## src/rtl/pool_window_feeder_pkg.sv

```systemverilog
// Shared definitions for the 3x3 max-pool window feeder and the pool engine.
//   DATA_W   : pixel width (FP16)
//   TAPS     : pixels per 3x3 window
//   WIN_W    : width of the packed window bus
//   state_t  : feeder sequencer states
//   put_slot : writes one pixel into slot k (bits [16k+15:16k]) of a window bus
package pool_window_feeder_pkg;

  localparam int DATA_W = 16;
  localparam int TAPS   = 9;
  localparam int WIN_W  = TAPS * DATA_W;

  typedef enum logic [2:0] {
    S_IDLE  = 3'd0,
    S_FETCH = 3'd1,
    S_DRAIN = 3'd2,
    S_ISSUE = 3'd3,
    S_WAIT  = 3'd4,
    S_WRITE = 3'd5,
    S_NEXT  = 3'd6,
    S_DONE  = 3'd7
  } state_t;

  // Slot k = r*3 + c lives at bits [DATA_W*k +: DATA_W]. Constant slot
  // indices keep the select static for synthesis.
  function automatic logic [WIN_W-1:0] put_slot(input logic [WIN_W-1:0]  win,
                                                input logic [3:0]        k,
                                                input logic [DATA_W-1:0] pix);
    logic [WIN_W-1:0] res;
    res = win;
    for (int s = 0; s < TAPS; s++) begin
      if (k == 4'(s)) res[s*DATA_W +: DATA_W] = pix;
    end
    return res;
  endfunction

endpackage

```

## src/rtl/pool_window_feeder_addr_gen.sv

```systemverilog
// pool_addr_gen: window/tap counters and incremental address arithmetic.
//   load        : capture pass configuration and clear all counters
//   tap_step    : advance to the next tap (c inner, r outer)
//   win_step    : advance to the next output window (ox inner, oy outer)
//   wr_step     : advance the output write index
//   rd_addr     : src_base + row_base + r*in_w + col_base + c
//   wr_addr     : dst_base + out_idx
//   last_tap    : current tap is (r=2, c=2)
//   last_window : current window is the bottom-right one of the pass
module pool_addr_gen #(
  parameter int ADDR_W = 12,
  parameter int DIM_W  = 7
) (
  input  logic              clk,
  input  logic              rst_n,
  input  logic              load,
  input  logic [DIM_W-1:0]  in_w,
  input  logic [DIM_W-1:0]  in_h,
  input  logic              stride,
  input  logic [ADDR_W-1:0] src_base,
  input  logic [ADDR_W-1:0] dst_base,
  input  logic              tap_step,
  input  logic              win_step,
  input  logic              wr_step,
  output logic [ADDR_W-1:0] rd_addr,
  output logic [ADDR_W-1:0] wr_addr,
  output logic              last_tap,
  output logic              last_window
);

  logic [ADDR_W-1:0] src_q, dst_q, in_w_q, col_inc_q, row_inc_q;
  logic [DIM_W-1:0]  out_w_q, out_h_q, ox_q, oy_q;
  logic [1:0]        r_q, c_q;
  logic [ADDR_W-1:0] r_off_q, col_base_q, row_base_q, out_idx_q;
  logic [ADDR_W-1:0] w_ext;
  logic              last_ox;

  // Output dimension; only meaningful when d >= 3 (the top rejects smaller maps).
  function automatic logic [DIM_W-1:0] out_dim(input logic [DIM_W-1:0] d, input logic s);
    logic [DIM_W-1:0] span;
    span = d - DIM_W'(3);
    return (s ? (span >> 1) : span) + DIM_W'(1);
  endfunction

  assign w_ext       = ADDR_W'(in_w);
  assign last_tap    = (r_q == 2'd2) && (c_q == 2'd2);
  assign last_ox     = (ox_q == out_w_q - DIM_W'(1));
  assign last_window = last_ox && (oy_q == out_h_q - DIM_W'(1));
  assign rd_addr     = src_q + row_base_q + col_base_q + r_off_q + ADDR_W'(c_q);
  assign wr_addr     = dst_q + out_idx_q;

  always_ff @(posedge clk or negedge rst_n) begin
    if (!rst_n) begin
      src_q      <= '0;
      dst_q      <= '0;
      in_w_q     <= '0;
      col_inc_q  <= '0;
      row_inc_q  <= '0;
      out_w_q    <= '0;
      out_h_q    <= '0;
      ox_q       <= '0;
      oy_q       <= '0;
      r_q        <= '0;
      c_q        <= '0;
      r_off_q    <= '0;
      col_base_q <= '0;
      row_base_q <= '0;
      out_idx_q  <= '0;
    end else if (load) begin
      src_q      <= src_base;
      dst_q      <= dst_base;
      in_w_q     <= w_ext;
      col_inc_q  <= stride ? ADDR_W'(2) : ADDR_W'(1);
      row_inc_q  <= stride ? (w_ext << 1) : w_ext;
      out_w_q    <= out_dim(in_w, stride);
      out_h_q    <= out_dim(in_h, stride);
      ox_q       <= '0;
      oy_q       <= '0;
      r_q        <= '0;
      c_q        <= '0;
      r_off_q    <= '0;
      col_base_q <= '0;
      row_base_q <= '0;
      out_idx_q  <= '0;
    end else begin
      if (tap_step) begin
        if (c_q == 2'd2) begin
          c_q <= '0;
          if (r_q == 2'd2) begin
            r_q     <= '0;
            r_off_q <= '0;
          end else begin
            r_q     <= r_q + 2'd1;
            r_off_q <= r_off_q + in_w_q;
          end
        end else begin
          c_q <= c_q + 2'd1;
        end
      end
      if (win_step) begin
        if (last_ox) begin
          ox_q       <= '0;
          col_base_q <= '0;
          oy_q       <= oy_q + DIM_W'(1);
          row_base_q <= row_base_q + row_inc_q;
        end else begin
          ox_q       <= ox_q + DIM_W'(1);
          col_base_q <= col_base_q + col_inc_q;
        end
      end
      if (wr_step) out_idx_q <= out_idx_q + ADDR_W'(1);
    end
  end

endmodule

```

## src/rtl/pool_window_feeder.sv

```systemverilog
// pool_window_feeder: reads 3x3 windows of one FP16 feature-map channel,
// hands each window to the max-pool engine and writes the pooled results.
//   start/in_w/in_h/stride/src_base/dst_base : pass request, sampled in IDLE
//   rd_en/rd_addr/rd_data : input buffer read port (data 1 cycle after rd_en)
//   im/pool_ready         : window bus and one-cycle issue pulse
//   pool_valid/om         : pool result (rising edge of pool_valid accepted)
//   wr_en/wr_addr/wr_data : output buffer write port
//   busy/done/err         : pass status; err is a sticky bad-config flag
module pool_window_feeder #(
  parameter int DATA_W = pool_window_feeder_pkg::DATA_W,
  parameter int ADDR_W = 12,
  parameter int DIM_W  = 7
) (
  input  logic                clk,
  input  logic                rst_n,
  input  logic                start,
  input  logic [DIM_W-1:0]    in_w,
  input  logic [DIM_W-1:0]    in_h,
  input  logic                stride,
  input  logic [ADDR_W-1:0]   src_base,
  input  logic [ADDR_W-1:0]   dst_base,
  output logic                rd_en,
  output logic [ADDR_W-1:0]   rd_addr,
  input  logic [DATA_W-1:0]   rd_data,
  output logic [9*DATA_W-1:0] im,
  output logic                pool_ready,
  input  logic                pool_valid,
  input  logic [DATA_W-1:0]   om,
  output logic                wr_en,
  output logic [ADDR_W-1:0]   wr_addr,
  output logic [DATA_W-1:0]   wr_data,
  output logic                busy,
  output logic                done,
  output logic                err
);
  import pool_window_feeder_pkg::*;

  state_t              state_q, state_d;
  logic                load, tap_step, win_step, wr_step;
  logic                last_tap, last_window;
  logic                pool_valid_q, pv_rise;
  logic                cap_en_q;
  logic [3:0]          cap_slot_q;
  logic [9*DATA_W-1:0] win_q;
  logic [DATA_W-1:0]   wr_data_q;
  logic                err_q;
  logic                bad_cfg, accept;

  assign bad_cfg = (in_w < DIM_W'(3)) || (in_h < DIM_W'(3));
  assign accept  = (state_q == S_IDLE) && start;
  // Only a fresh 0->1 edge counts, so a level left high from the previous
  // window cannot complete the current one.
  assign pv_rise = pool_valid && !pool_valid_q;

  pool_addr_gen #(
    .ADDR_W (ADDR_W),
    .DIM_W  (DIM_W)
  ) u_addr_gen (
    .clk         (clk),
    .rst_n       (rst_n),
    .load        (load),
    .in_w        (in_w),
    .in_h        (in_h),
    .stride      (stride),
    .src_base    (src_base),
    .dst_base    (dst_base),
    .tap_step    (tap_step),
    .win_step    (win_step),
    .wr_step     (wr_step),
    .rd_addr     (rd_addr),
    .wr_addr     (wr_addr),
    .last_tap    (last_tap),
    .last_window (last_window)
  );

  // NOTE: every signal gets a default before the case so no path leaves one
  // unassigned, which would otherwise infer a latch.
  always_comb begin
    state_d  = state_q;
    load     = 1'b0;
    tap_step = 1'b0;
    win_step = 1'b0;
    wr_step  = 1'b0;
    unique case (state_q)
      S_IDLE: begin
        if (start) begin
          if (bad_cfg) begin
            state_d = S_DONE;
          end else begin
            state_d = S_FETCH;
            load    = 1'b1;
          end
        end
      end
      S_FETCH: begin
        tap_step = 1'b1;
        if (last_tap) state_d = S_DRAIN;
      end
      S_DRAIN: state_d = S_ISSUE;
      S_ISSUE: state_d = S_WAIT;
      S_WAIT:  if (pv_rise) state_d = S_WRITE;
      S_WRITE: begin
        wr_step = 1'b1;
        state_d = S_NEXT;
      end
      S_NEXT: begin
        win_step = 1'b1;
        state_d  = last_window ? S_DONE : S_FETCH;
      end
      S_DONE:  state_d = S_IDLE;
      default: state_d = S_IDLE;
    endcase
  end

  // NOTE: sequential state uses non-blocking assignments so every register
  // updates from the pre-edge values regardless of statement order.
  always_ff @(posedge clk or negedge rst_n) begin
    if (!rst_n) begin
      state_q      <= S_IDLE;
      pool_valid_q <= 1'b0;
      cap_en_q     <= 1'b0;
      cap_slot_q   <= '0;
      // NOTE: the window register is a flop bank, not a RAM, and the bus is
      // required to read zero out of reset, so it takes the async reset.
      win_q        <= '0;
      wr_data_q    <= '0;
      err_q        <= 1'b0;
    end else begin
      state_q      <= state_d;
      pool_valid_q <= pool_valid;
      // rd_data lags rd_en by one cycle; the delayed strobe marks valid data.
      cap_en_q     <= rd_en;
      if (accept) err_q <= bad_cfg;
      if (load) begin
        cap_slot_q <= '0;
      end else if (cap_en_q) begin
        win_q      <= put_slot(win_q, cap_slot_q, rd_data);
        cap_slot_q <= (cap_slot_q == 4'd8) ? 4'd0 : cap_slot_q + 4'd1;
      end
      if ((state_q == S_WAIT) && pv_rise) wr_data_q <= om;
    end
  end

  assign rd_en      = (state_q == S_FETCH);
  assign pool_ready = (state_q == S_ISSUE);
  assign wr_en      = (state_q == S_WRITE);
  assign done       = (state_q == S_DONE);
  assign busy       = (state_q != S_IDLE) && (state_q != S_DONE);
  assign im         = win_q;
  assign wr_data    = wr_data_q;
  assign err        = err_q;

endmodule

```

## config.mk

```make
export PLATFORM = sky130hd
export DESIGN_NAME = pool_window_feeder
export DESIGN_NICKNAME = d
export VERILOG_FILES = /design/src/rtl/pool_window_feeder_pkg.sv /design/src/rtl/pool_window_feeder_addr_gen.sv /design/src/rtl/pool_window_feeder.sv
export SDC_FILE = /design/constraint.sdc
export NUM_CORES = 1
export LEC_CHECK = 0
export CELL_PAD_IN_SITES_DETAIL_PLACEMENT = 0
export CELL_PAD_IN_SITES_GLOBAL_PLACEMENT = 1
export CORE_AREA = 2 2 178 180
export DETAILED_ROUTE_END_ITERATION = 10
export DIE_AREA = 0 0 180 182
export DONT_BUFFER_PORTS = 1
export PLACE_DENSITY_LB_ADDON = 0.1
export SLEW_MARGIN = 10
export SYNTH_ARGS = -nofsm -noshare
export SYNTH_HDL_FRONTEND = slang
export SYNTH_HIERARCHICAL = 1
export SYNTH_SLANG_ARGS = --single-unit
export TNS_END_PERCENT = 50
```

## constraint.sdc

```tcl
create_clock -name clk -period 4.5 [get_ports clk]
set_input_delay 0 -clock clk [delete_from_list [all_inputs] [get_ports clk]]
set_output_delay 0 -clock clk [all_outputs]
set_load 0.03 [all_outputs]
```

==> impl_results.md, run 1 <==
- Outcome: finished with violations
- Violated checks: negative hold slack
- Worst-Margin Slew: 1.18 ns
- Leakage: 8.05 nW
- Synth Warn #: 6
- Crit start category: flop
- Routed len/inst: 20.0 µm
- Final setup viols: 0
- Leading area contributor after synthesis: dfrtp_1
- Max frequency: 0.250 GHz
- Part of the Yosys area used for sequential elements: 47.1%
- Design Power: 14.4 mW
- Largest net degree at the start of global routing: 292
- Post_cts resized: 0
- # port buffers: 0
- Max cap viols: 0
- Slowest CP cell: fa_1
- Area of the multi-input gates: 7520 µm²
- Row cnt: 65
- Synthesis-to-finish area growth: 14.9%
- Post-CTS Setup Bufs: 0
- Initial Util: 49.9%
- Layout Cells excl Fill: 1845
- Full die area: 32800 µm²
- RSZ-0062 raised after global routing: false
- First-pass GRT wire length: 59.2 mm
- Syn Inst Count: 1327
- Register area: 7280 µm²
- CTS tree: built
- Residual DRC: 0
- Most Frequent Cell on Critical Path: fa_1
- GRT Residual Overflow: 0
- Fin nets: 1570
- Setup crit end kind: output port
- Netlist Area Pre-Place: 15500 µm²
- Period utilization: 88.8%
- Setup TNS: 0 ns
- Buf/Inv on CP: 3
- CP peak stage delay: 0.51 ns
- Vias in the first global route: 10300
- Vias/cell: 5.55
- Post-Place Cells: 1702
- Post-DP HPWL: 25.6 mm
- Top area cells in the synthesized netlist: dfrtp_1, mux2_2, mux2_4, ha_1, fa_1
- Share of the synthesized area in the top cell type: 47.1%
- Async SR Flop Fraction: 100%
- DRT iter0 DRCs: 651
- Post-synth EDFFs: 0
- Initial antenna violation count: 1
- Clk pin slew, worst setup/hold paths: 0.06 ns
- Gp weighted congestion: 0.826
- Syn_area_per_cell: 11.7 µm²
- Crit-path cells: fa_1 > inv_1 > fa_1 > inv_1 > fa_1 > inv_1 > fa_1 > nor2b_1 > o21ai_0 > nand2b_1 > a311o_1 > a211o_1 > o211ai_1
- Root buf cell: clkbuf_16
- Crit-path max FO: 5
- Hold WC Path Type: in -> async
- Setup Crit Path Kind: reg -> out
- Hold buffer count at cts: 80
- Min Clock Period, post-route: 3.99 ns
- Top FF cell, synth: dfrtp_1
- Longest Clk Path Bufs: 3
- Slew Limit Fails: 0
- CORE AREA: 31000 µm²
- WP data required: 4.50 ns
- Syn nets: 1481
- Die height: 182 µm
- Post-synth cell types: 83
- CP delay by family, top: adder cells
- Die X: 180 µm
- Hold slack: -0.824 ns
- PD cells: 807 nW/µm²
- TritonCTS Buffers: 34
- Number of hold violations in the final report: 291
- Fin util: 57.4%
- WP data arrival: 3.99 ns
- Initial DRT Pass Iterations: 4
- Clock Skews: 0.0260 ns
- # fillers: 2622
- Peak VDD IR: 396 µV
- Share of layout cells above drive strength 1: 20.4%
- Max-slew headroom: 21.4%
- Register bit count reported by yosys: 291
- Count leader, synth: dfrtp_1
- Vias: 10200
- Gr usage total: 22.6%
- # IOs: 265
- Htree depth: 2
- WL final: 36.8 mm
- Final antenna-violating net count: 0
- Clock sinks: 291
- Latest clock arrival within the worst-skew pair: 0.52 ns
- Top cells by count, synth: dfrtp_1, mux2_2, inv_1
through the flow:
step / hold slack (ns) / area (µm²) / worst slack [ns]
2_1_floorplan: -0.296 / 15500 / 0.814
3_3_place_gp: -0.289 / 15800 / 1.04
3_5_place_dp: -0.290 / 15800 / 0.999
4_1_cts: -0.842 / 17800 / 0.458
5_1_grt: -0.845 / 17800 / 0.198
6_report: -0.824 / 17800 / 0.505
state kept, by name, indices dropped and copies added (netlist names), 2 cells and up:
| register | flops |
|---|---|
| u_addr_gen/out_w_q | 7 |
| u_addr_gen/out_idx_q | 12 |
| cap_slot_q | 4 |
| u_addr_gen/row_inc_q | 8 |
| u_addr_gen/col_base_q | 12 |
| u_addr_gen/src_q | 12 |
| state_q | 3 |
| u_addr_gen/c_q | 2 |
| u_addr_gen/row_base_q | 12 |
| u_addr_gen/r_off_q | 12 |
| u_addr_gen/oy_q | 7 |
| im | 144 |
| u_addr_gen/dst_q | 12 |
| u_addr_gen/in_w_q | 7 |
| u_addr_gen/ox_q | 7 |
| u_addr_gen/out_h_q | 7 |
| wr_data | 16 |
| u_addr_gen/col_inc_q | 2 |
| u_addr_gen/r_q | 2 |
cells by family (layout without fill, tap and decap cells):
group / Yosys count / count (layout) / share of synthesized area, %
compound gates: 200 / 200 / 8.50
mux: 206 / 206 / 16.1
simple gates: 318 / 318 / 11.1
xor+xnor: 89 / 89 / 5.13
flops: 291 / 291 / 47.1
fa+ha+maj: 79 / 79 / 7.75
buf+inv: 144 / 259 / 4.37
other cells: 0 / 1 / 0
path summary, 6_finish.rpt:
| check | slack (ns) | from | cells after the start | endpoint |
|---|---|---|---|---|
| max | 0.51 | u_addr_gen/c_q[0] | 13 | rd_addr[10] |
| min | -0.82 | rst_n | 0 | im[19] |
| max reg2reg | 0.92 | u_addr_gen/out_w_q[0] | 11 | state_q[2] |
| min reg2reg | 0.51 | u_addr_gen/r_q[0] | 1 | u_addr_gen/r_q[1] |
| max in group asynchronous | 5.00 | rst_n | 0 | u_addr_gen/col_base_q[5] |
| min in group clk | 0.04 | in_w[5] | 4 | u_addr_gen/out_w_q[5] |
cell usage in the layout, fill, tap and decap left out, types with 18 or more instances in the layout:
master         Yosys  routed
mux2_4            50      50
xnor2_1           46      46
buf_4              0      18
ha_1              51      51
a21oi_1           55      55
xor2_1            42      42
dlygate4sd3_1      0      79
nor2_1            79      79
nand2_1           65      65
inv_1             98      98
clkbuf_16          0      35
nor3_1            38      38
dfrtp_1          291     291
mux2_2           142     142
o21ai_0           54      54
fa_1              28      28
nand3_1           31      31
layer usage:
metal | global-route usage (%) | up-vias | part of all wire, %
met5 | 0 | - | 0
met4 | 6.47 | 0 | 2.5
met3 | 5.66 | 62 | 6.1
met2 | 36.9 | 257 | 47
met1 | 30.1 | 5068 | 44
li1 | - | 4860 | -
layout make-up:
class                      count  area share, %
tap                          402           2.83
clock inverter                12          0.887
multi-input combinational    892           42.3
clock buffer                  50           5.58
sequential                   291           41.0
inverter                      99           2.09
antenna                        1         0.0141
timing repair buffer          98           5.32
where the power goes:
group	total (mW)	internal [mW]	switching [mW]	leakage, nW
Clock	2.80	1.71	1.09	0.569
Sequential	5.97	3.65	2.32	3.71
Combinational	5.58	2.38	3.20	3.77
Total	14.4	7.74	6.61	8.05
No activity file was read; power rests on OpenSTA's default activity.
==> inputs of run 2 (changes only) <==
--- a/config.mk
+++ b/config.mk
@@ -5,16 +5,16 @@
 export SDC_FILE = /design/constraint.sdc
 export NUM_CORES = 1
 export LEC_CHECK = 0
+export CAP_MARGIN = 20
 export CELL_PAD_IN_SITES_DETAIL_PLACEMENT = 0
 export CELL_PAD_IN_SITES_GLOBAL_PLACEMENT = 1
-export CORE_AREA = 2 2 178 180
+export CORE_AREA = 2 2 177 179
 export DETAILED_ROUTE_END_ITERATION = 10
-export DIE_AREA = 0 0 180 182
+export DIE_AREA = 0 0 179 181
 export DONT_BUFFER_PORTS = 1
 export PLACE_DENSITY_LB_ADDON = 0.1
 export SLEW_MARGIN = 10
 export SYNTH_ARGS = -nofsm -noshare
 export SYNTH_HDL_FRONTEND = slang
-export SYNTH_HIERARCHICAL = 1
 export SYNTH_SLANG_ARGS = --single-unit
 export TNS_END_PERCENT = 50
==> impl_results.md, run 2 <==
- Outcome: finished with violations
- Violated checks: negative hold slack
- Pre-CTS setup slack: 0.946 ns
- Latest clock arrival within the worst-skew pair: 0.56 ns
- Async SR Flop Fraction: 100%
- WL final: 34.8 mm
- Fin util: 56.7%
- Post-synth EDFFs: 0
- Post-DP HPWL: 24.4 mm
- Root buf cell: clkbuf_16
- Setup Crit Path Kind: reg -> out
- Max cap viols: 0
- Reg2reg end: u_addr_gen.oy_q[4]
- RSZ-0062 raised after global routing: false
- Top FF cell, synth: dfrtp_1
- Syn nets: 1526
- Share of layout cells above drive strength 1: 16.8%
- # port buffers: 0
- Most frequent cells in the layout: dfrtp_1, nand2_1, mux2_2, inv_1, o21ai_0
- Clock sinks: 291
- Die height: 181 µm
- Period utilization: 91.7%
- Hold slack: -0.864 ns
- Setup ws final: 0.371 ns
- WP data arrival: 4.13 ns
- Clk pin slew, worst setup/hold paths: 0.06 ns
- Most common library cell in the layout ignoring fill and taps: dfrtp_1
- GRT Residual Overflow: 0
- R2R depth: 8
- Post-Place Cells: 1719
- Clock Skews: 0.0104 ns
- Die X: 179 µm
- Part of the Yosys area used for sequential elements: 48.5%
- Min Clock Period, post-route: 4.13 ns
- Htree depth: 1
- First-pass GRT wire length: 55.5 mm
- Fin area: 17200 µm²
- Setup TNS: 0 ns
- Post-synth cell types: 68
- Gp weighted congestion: 0.804
- Fin nets: 1590
- Antenna fix cells: 0
- Residual DRC: 0
- Post_cts resized: 0
- Routed len/inst: 18.8 µm
- Crit start category: flop
- CTS tree: built
- # IOs: 265
- PD cells: 733 nW/µm²
- Largest net degree at the start of global routing: 292
- Hold buffer count at cts: 80
- Setup crit end kind: output port
- R2R Path Start: u_addr_gen.out_w_q[0]
- Register bit count reported by yosys: 291
- Row cnt: 64
- Netlist Area Pre-Place: 15000 µm²
- Number of flip-flops in the largest register: 144
- Top cells by count, synth: dfrtp_1, nand2_1, mux2_2
- Synth Warn #: 0
- Count leader, synth: dfrtp_1
- Longest Clk Path Bufs: 3
- WP data required: 4.50 ns
- Hold WC Path Type: in -> async
- Leakage: 7.88 nW
- Max frequency: 0.242 GHz
- Leading area contributor after synthesis: dfrtp_1
- Final antenna-violating net count: 0
- TritonCTS Buffers: 31
- Worst-Margin Slew: 1.01 ns
- Crit-path max FO: 3
- Gr usage total: 21.4%
- Post-CTS Setup Bufs: 0
- Initial DRT Pass Iterations: 4
- DRT iter0 DRCs: 470
- Slew Limit Fails: 0
- Vias: 10200
- Syn_area_per_cell: 10.9 µm²
- Vias/cell: 5.49
- Design Power: 12.6 mW
- Synthesis-to-finish area growth: 14.8%
- Share of the synthesized area in the top cell type: 48.5%
- Top area cells in the synthesized netlist: dfrtp_1, mux2_2, ha_1, nand2_1, fa_1
- Full die area: 32400 µm²
- Max-slew headroom: 32.2%
- # fillers: 2614
- Initial Util: 49.4%
- Syn Inst Count: 1372
- Peak VDD IR: 361 µV
- Flop2flop setup slack: 1.18 ns
- DP Area: 15300 µm²
- Number of hold violations in the final report: 291
- Vias in the first global route: 10300
- CORE AREA: 30300 µm²
- Layout Cells excl Fill: 1856
- Initial antenna violation count: 0
- Final setup viols: 0
## run 2: critical path, stage by stage, from the launching register on
cell,delay (ns)
dfrtp_1,0.43
fa_1,0.57
inv_1,0.05
fa_1,0.49
fa_1,0.19
inv_1,0.05
fa_1,0.39
a21o_1,0.20
a21oi_1,0.24
o211ai_1,0.16
a31o_2,0.25
a21oi_1,0.16
xnor2_1,0.39
## run 2: how the worst max path moves through the flow
stage | cells past startpoint | slack (ns) | to | from
after floorplan | 9 | 1.0 | rd_addr[11] | u_addr_gen.row_base_q[1]
after global placement | 12 | 0.98 | rd_addr[10] | u_addr_gen.row_base_q[0]
after detailed placement | 12 | 0.95 | rd_addr[10] | u_addr_gen.row_base_q[0]
after CTS | 12 | 0.33 | rd_addr[10] | u_addr_gen.row_base_q[0]
after global routing | 10 | 0.14 | rd_addr[11] | u_addr_gen.row_base_q[1]
final | 12 | 0.37 | rd_addr[10] | u_addr_gen.row_base_q[0]
## run 2: logic make-up after synthesis
| group | after synthesis | synth area share [%] |
|---|---|---|
| and+or+nand+nor | 374 | 12.2 |
| adders and majority gates | 79 | 7.99 |
| buffers and inverters | 142 | 3.76 |
| AOI/OAI and AO/OA | 220 | 9.06 |
| muxes | 182 | 13.5 |
| DFF | 291 | 48.5 |
| xor gates and xnor gates | 84 | 4.90 |
## run 2: final cells by class
cell class | instances | area, µm² | area share, %
clock buffers | 39 | 846 | 4.91
flip-flops and latches | 291 | 7280 | 42.3
well taps | 396 | 495 | 2.88
multi-input cells | 939 | 7160 | 41.6
repair buffers | 89 | 878 | 5.10
inverters | 84 | 315 | 1.83
clock inverters | 18 | 240 | 1.39
## run 2: metal layers
metal | track usage (%) | wire, µm | vias up
met4 | 4.62 | 617 | 0
met2 | 36.2 | 16700 | 220
met5 | 0 | 0 | -
met3 | 4.52 | 2500 | 40
met1 | 28.1 | 15000 | 5043
li1 | - | - | 4881
## run 2: power by group
part | switching [mW] | internal, mW
logic | 2.43 | 1.70
registers | 2.21 | 3.61
clock network | 1.06 | 1.62
==> inputs of run 3 (changes only) <==
--- a/config.mk
+++ b/config.mk
@@ -12,6 +12,7 @@
 export DETAILED_ROUTE_END_ITERATION = 10
 export DIE_AREA = 0 0 179 181
 export DONT_BUFFER_PORTS = 1
+export GPL_TIMING_DRIVEN = 0
 export PLACE_DENSITY_LB_ADDON = 0.1
 export SLEW_MARGIN = 10
 export SYNTH_ARGS = -nofsm -noshare
==> impl_results.md, run 3 (same netlist as run 2, synthesis figures left out) <==
- Outcome: finished with violations
- Violated checks: negative hold slack
- Largest net degree at the start of global routing: 292
- Worst-Margin Slew: 0.921 ns
- First-pass GRT wire length: 58.5 mm
- Number of hold violations in the final report: 291
- Initial DRT Pass Iterations: 4
- Setup Crit Path Kind: reg -> out
- Setup ws final: 0.286 ns
- Residual DRC: 0
- Setup crit end kind: output port
- Hold WC Path Type: in -> async
- Slew Limit Fails: 0
- Crit-path max FO: 4
- DRT iter0 DRCs: 459
- Hold slack: -0.816 ns
- # fillers: 2636
- Root buf cell: clkbuf_16
- Die height: 181 µm
- Gr usage total: 22.9%
- Clock sinks: 291
- Post-Place Cells: 1768
- Synthesis-to-finish area growth: 15.8%
- Hold buffer count at cts: 71
- Fin nets: 1633
- Die X: 179 µm
- Min Clock Period, post-route: 4.21 ns
- Reg2reg end: u_addr_gen.row_base_q[4]
- Layout Cells excl Fill: 1901
- Latest clock arrival within the worst-skew pair: 0.51 ns
- Vias: 10500
- Post-DP HPWL: 26.4 mm
- Clock Skews: 0.0156 ns
- Max cap viols: 0
- Initial antenna violation count: 0
- TritonCTS Buffers: 34
- Final setup viols: 0
- Setup TNS: 0 ns
- # IOs: 265
- Full die area: 32400 µm²
- Row cnt: 64
- GRT Residual Overflow: 0
- Max frequency: 0.237 GHz
- Longest Clk Path Bufs: 3
- WP data arrival: 4.21 ns
- Htree depth: 2
- WL final: 37.0 mm
- Number of flip-flops in the largest register: 144
- Max-slew headroom: 38.1%
- Clk pin slew, worst setup/hold paths: 0.06 ns
- Post-CTS Setup Bufs: 0
- Routed len/inst: 19.5 µm
- Vias in the first global route: 10500
- Pre-CTS setup slack: 0.484 ns
- RSZ-0062 raised after global routing: false
- Peak VDD IR: 512 µV
- Initial Util: 49.4%
- Gp weighted congestion: 0.816
- R2R Path Start: u_addr_gen.out_w_q[0]
- Most common library cell in the layout ignoring fill and taps: dfrtp_1
- CORE AREA: 30300 µm²
- Vias/cell: 5.51
- R2R depth: 10
- Flop2flop setup slack: 1.30 ns
- PD cells: 737 nW/µm²
- Leakage: 7.97 nW
- Share of layout cells above drive strength 1: 16.5%
- Most frequent cells in the layout: dfrtp_1, nand2_1, mux2_2, inv_1, o21ai_0
- Final antenna-violating net count: 0
- WP data required: 4.50 ns
- Crit start category: flop
- Period utilization: 93.6%
- # port buffers: 0
- CTS tree: built
-- run 3: cell count changes in the layout (fill, tap and decap cells not counted), sizes merged --
cell,change
buf,+6
bufinv,-1
clkbuf,+51
clkinv,+1
clkinvlp,-5
diode,+1
dlygate4sd3,-8
-- run 3: power breakdown --
part	internal [mW]	switching, mW	total (mW)	leakage [nW]
Combinational	1.71	2.51	4.23	3.63
Clock	1.72	1.10	2.82	0.554
Sequential	3.61	2.15	5.75	3.79
-- run 3: metrics by stage --
stage	instance area [µm²]	hold slack [ns]	util [%]	total power [mW]
4_1_cts	17400	-0.829	57.2	12.9
3_3_place_gp	15500	-0.290	51.1	9.89
2_1_floorplan	15000	-0.296	-	8.94
6_report	17400	-0.816	57.2	12.8
5_1_grt	17400	-0.840	57.2	13.6
3_5_place_dp	15500	-0.289	51.1	10.0
-- run 3: worst max path at each step --
stage / startpoint / end / slack (ns) / cells past startpoint
floorplan: u_addr_gen.row_base_q[1] / rd_addr[11] / 1.0 / 9
global placement: u_addr_gen.col_base_q[1] / rd_addr[11] / 0.48 / 9
detailed placement: u_addr_gen.row_base_q[1] / rd_addr[11] / 0.48 / 9
CTS: u_addr_gen.row_base_q[1] / rd_addr[11] / 0.17 / 9
global route: u_addr_gen.row_base_q[2] / rd_addr[11] / 0.10 / 11
finish: u_addr_gen.row_base_q[1] / rd_addr[11] / 0.29 / 9
-- run 3: final cells by class --
| type | count | area (µm²) | area share, % |
|---|---|---|---|
| clock buffer | 48 | 953 | 5.49 |
| clock inverter | 13 | 193 | 1.11 |
| tap | 396 | 495 | 2.85 |
| multi-input combinational | 939 | 7170 | 41.3 |
| timing repair buffer | 71 | 711 | 4.09 |
| buffer | 58 | 249 | 1.43 |
| sequential | 291 | 7280 | 41.9 |
| antenna | 1 | 2.50 | 0.0144 |
| inverter | 84 | 315 | 1.82 |
-- run 3: repair_timing --
item                       CTS  global route
cloned                       0             0
setup endpoints to repair    1             1
hold endpoints to repair   504           291
pin swaps                    0             1
gates resized for setup      1             1
-- run 3: critical path, stage by stage (launching register included) --
cell and delay [ns]:
dfrtp_1 0.45, fa_1 0.59, fa_1 0.50, ha_1 0.31, nor2b_1 0.14, o31a_1 0.27
or3_1 0.41, a221oi_2 0.29, o21ai_0 0.22, xnor2_2 0.51
-- run 3: metal layers --
layer,track usage [%],up-vias,part of all wire (%)
met2,38.1,245,48
met1,30.4,5208,43
li1,-,4979,-
met4,5.33,0,1.6
met5,0,-,0
met3,4.97,44,6.8
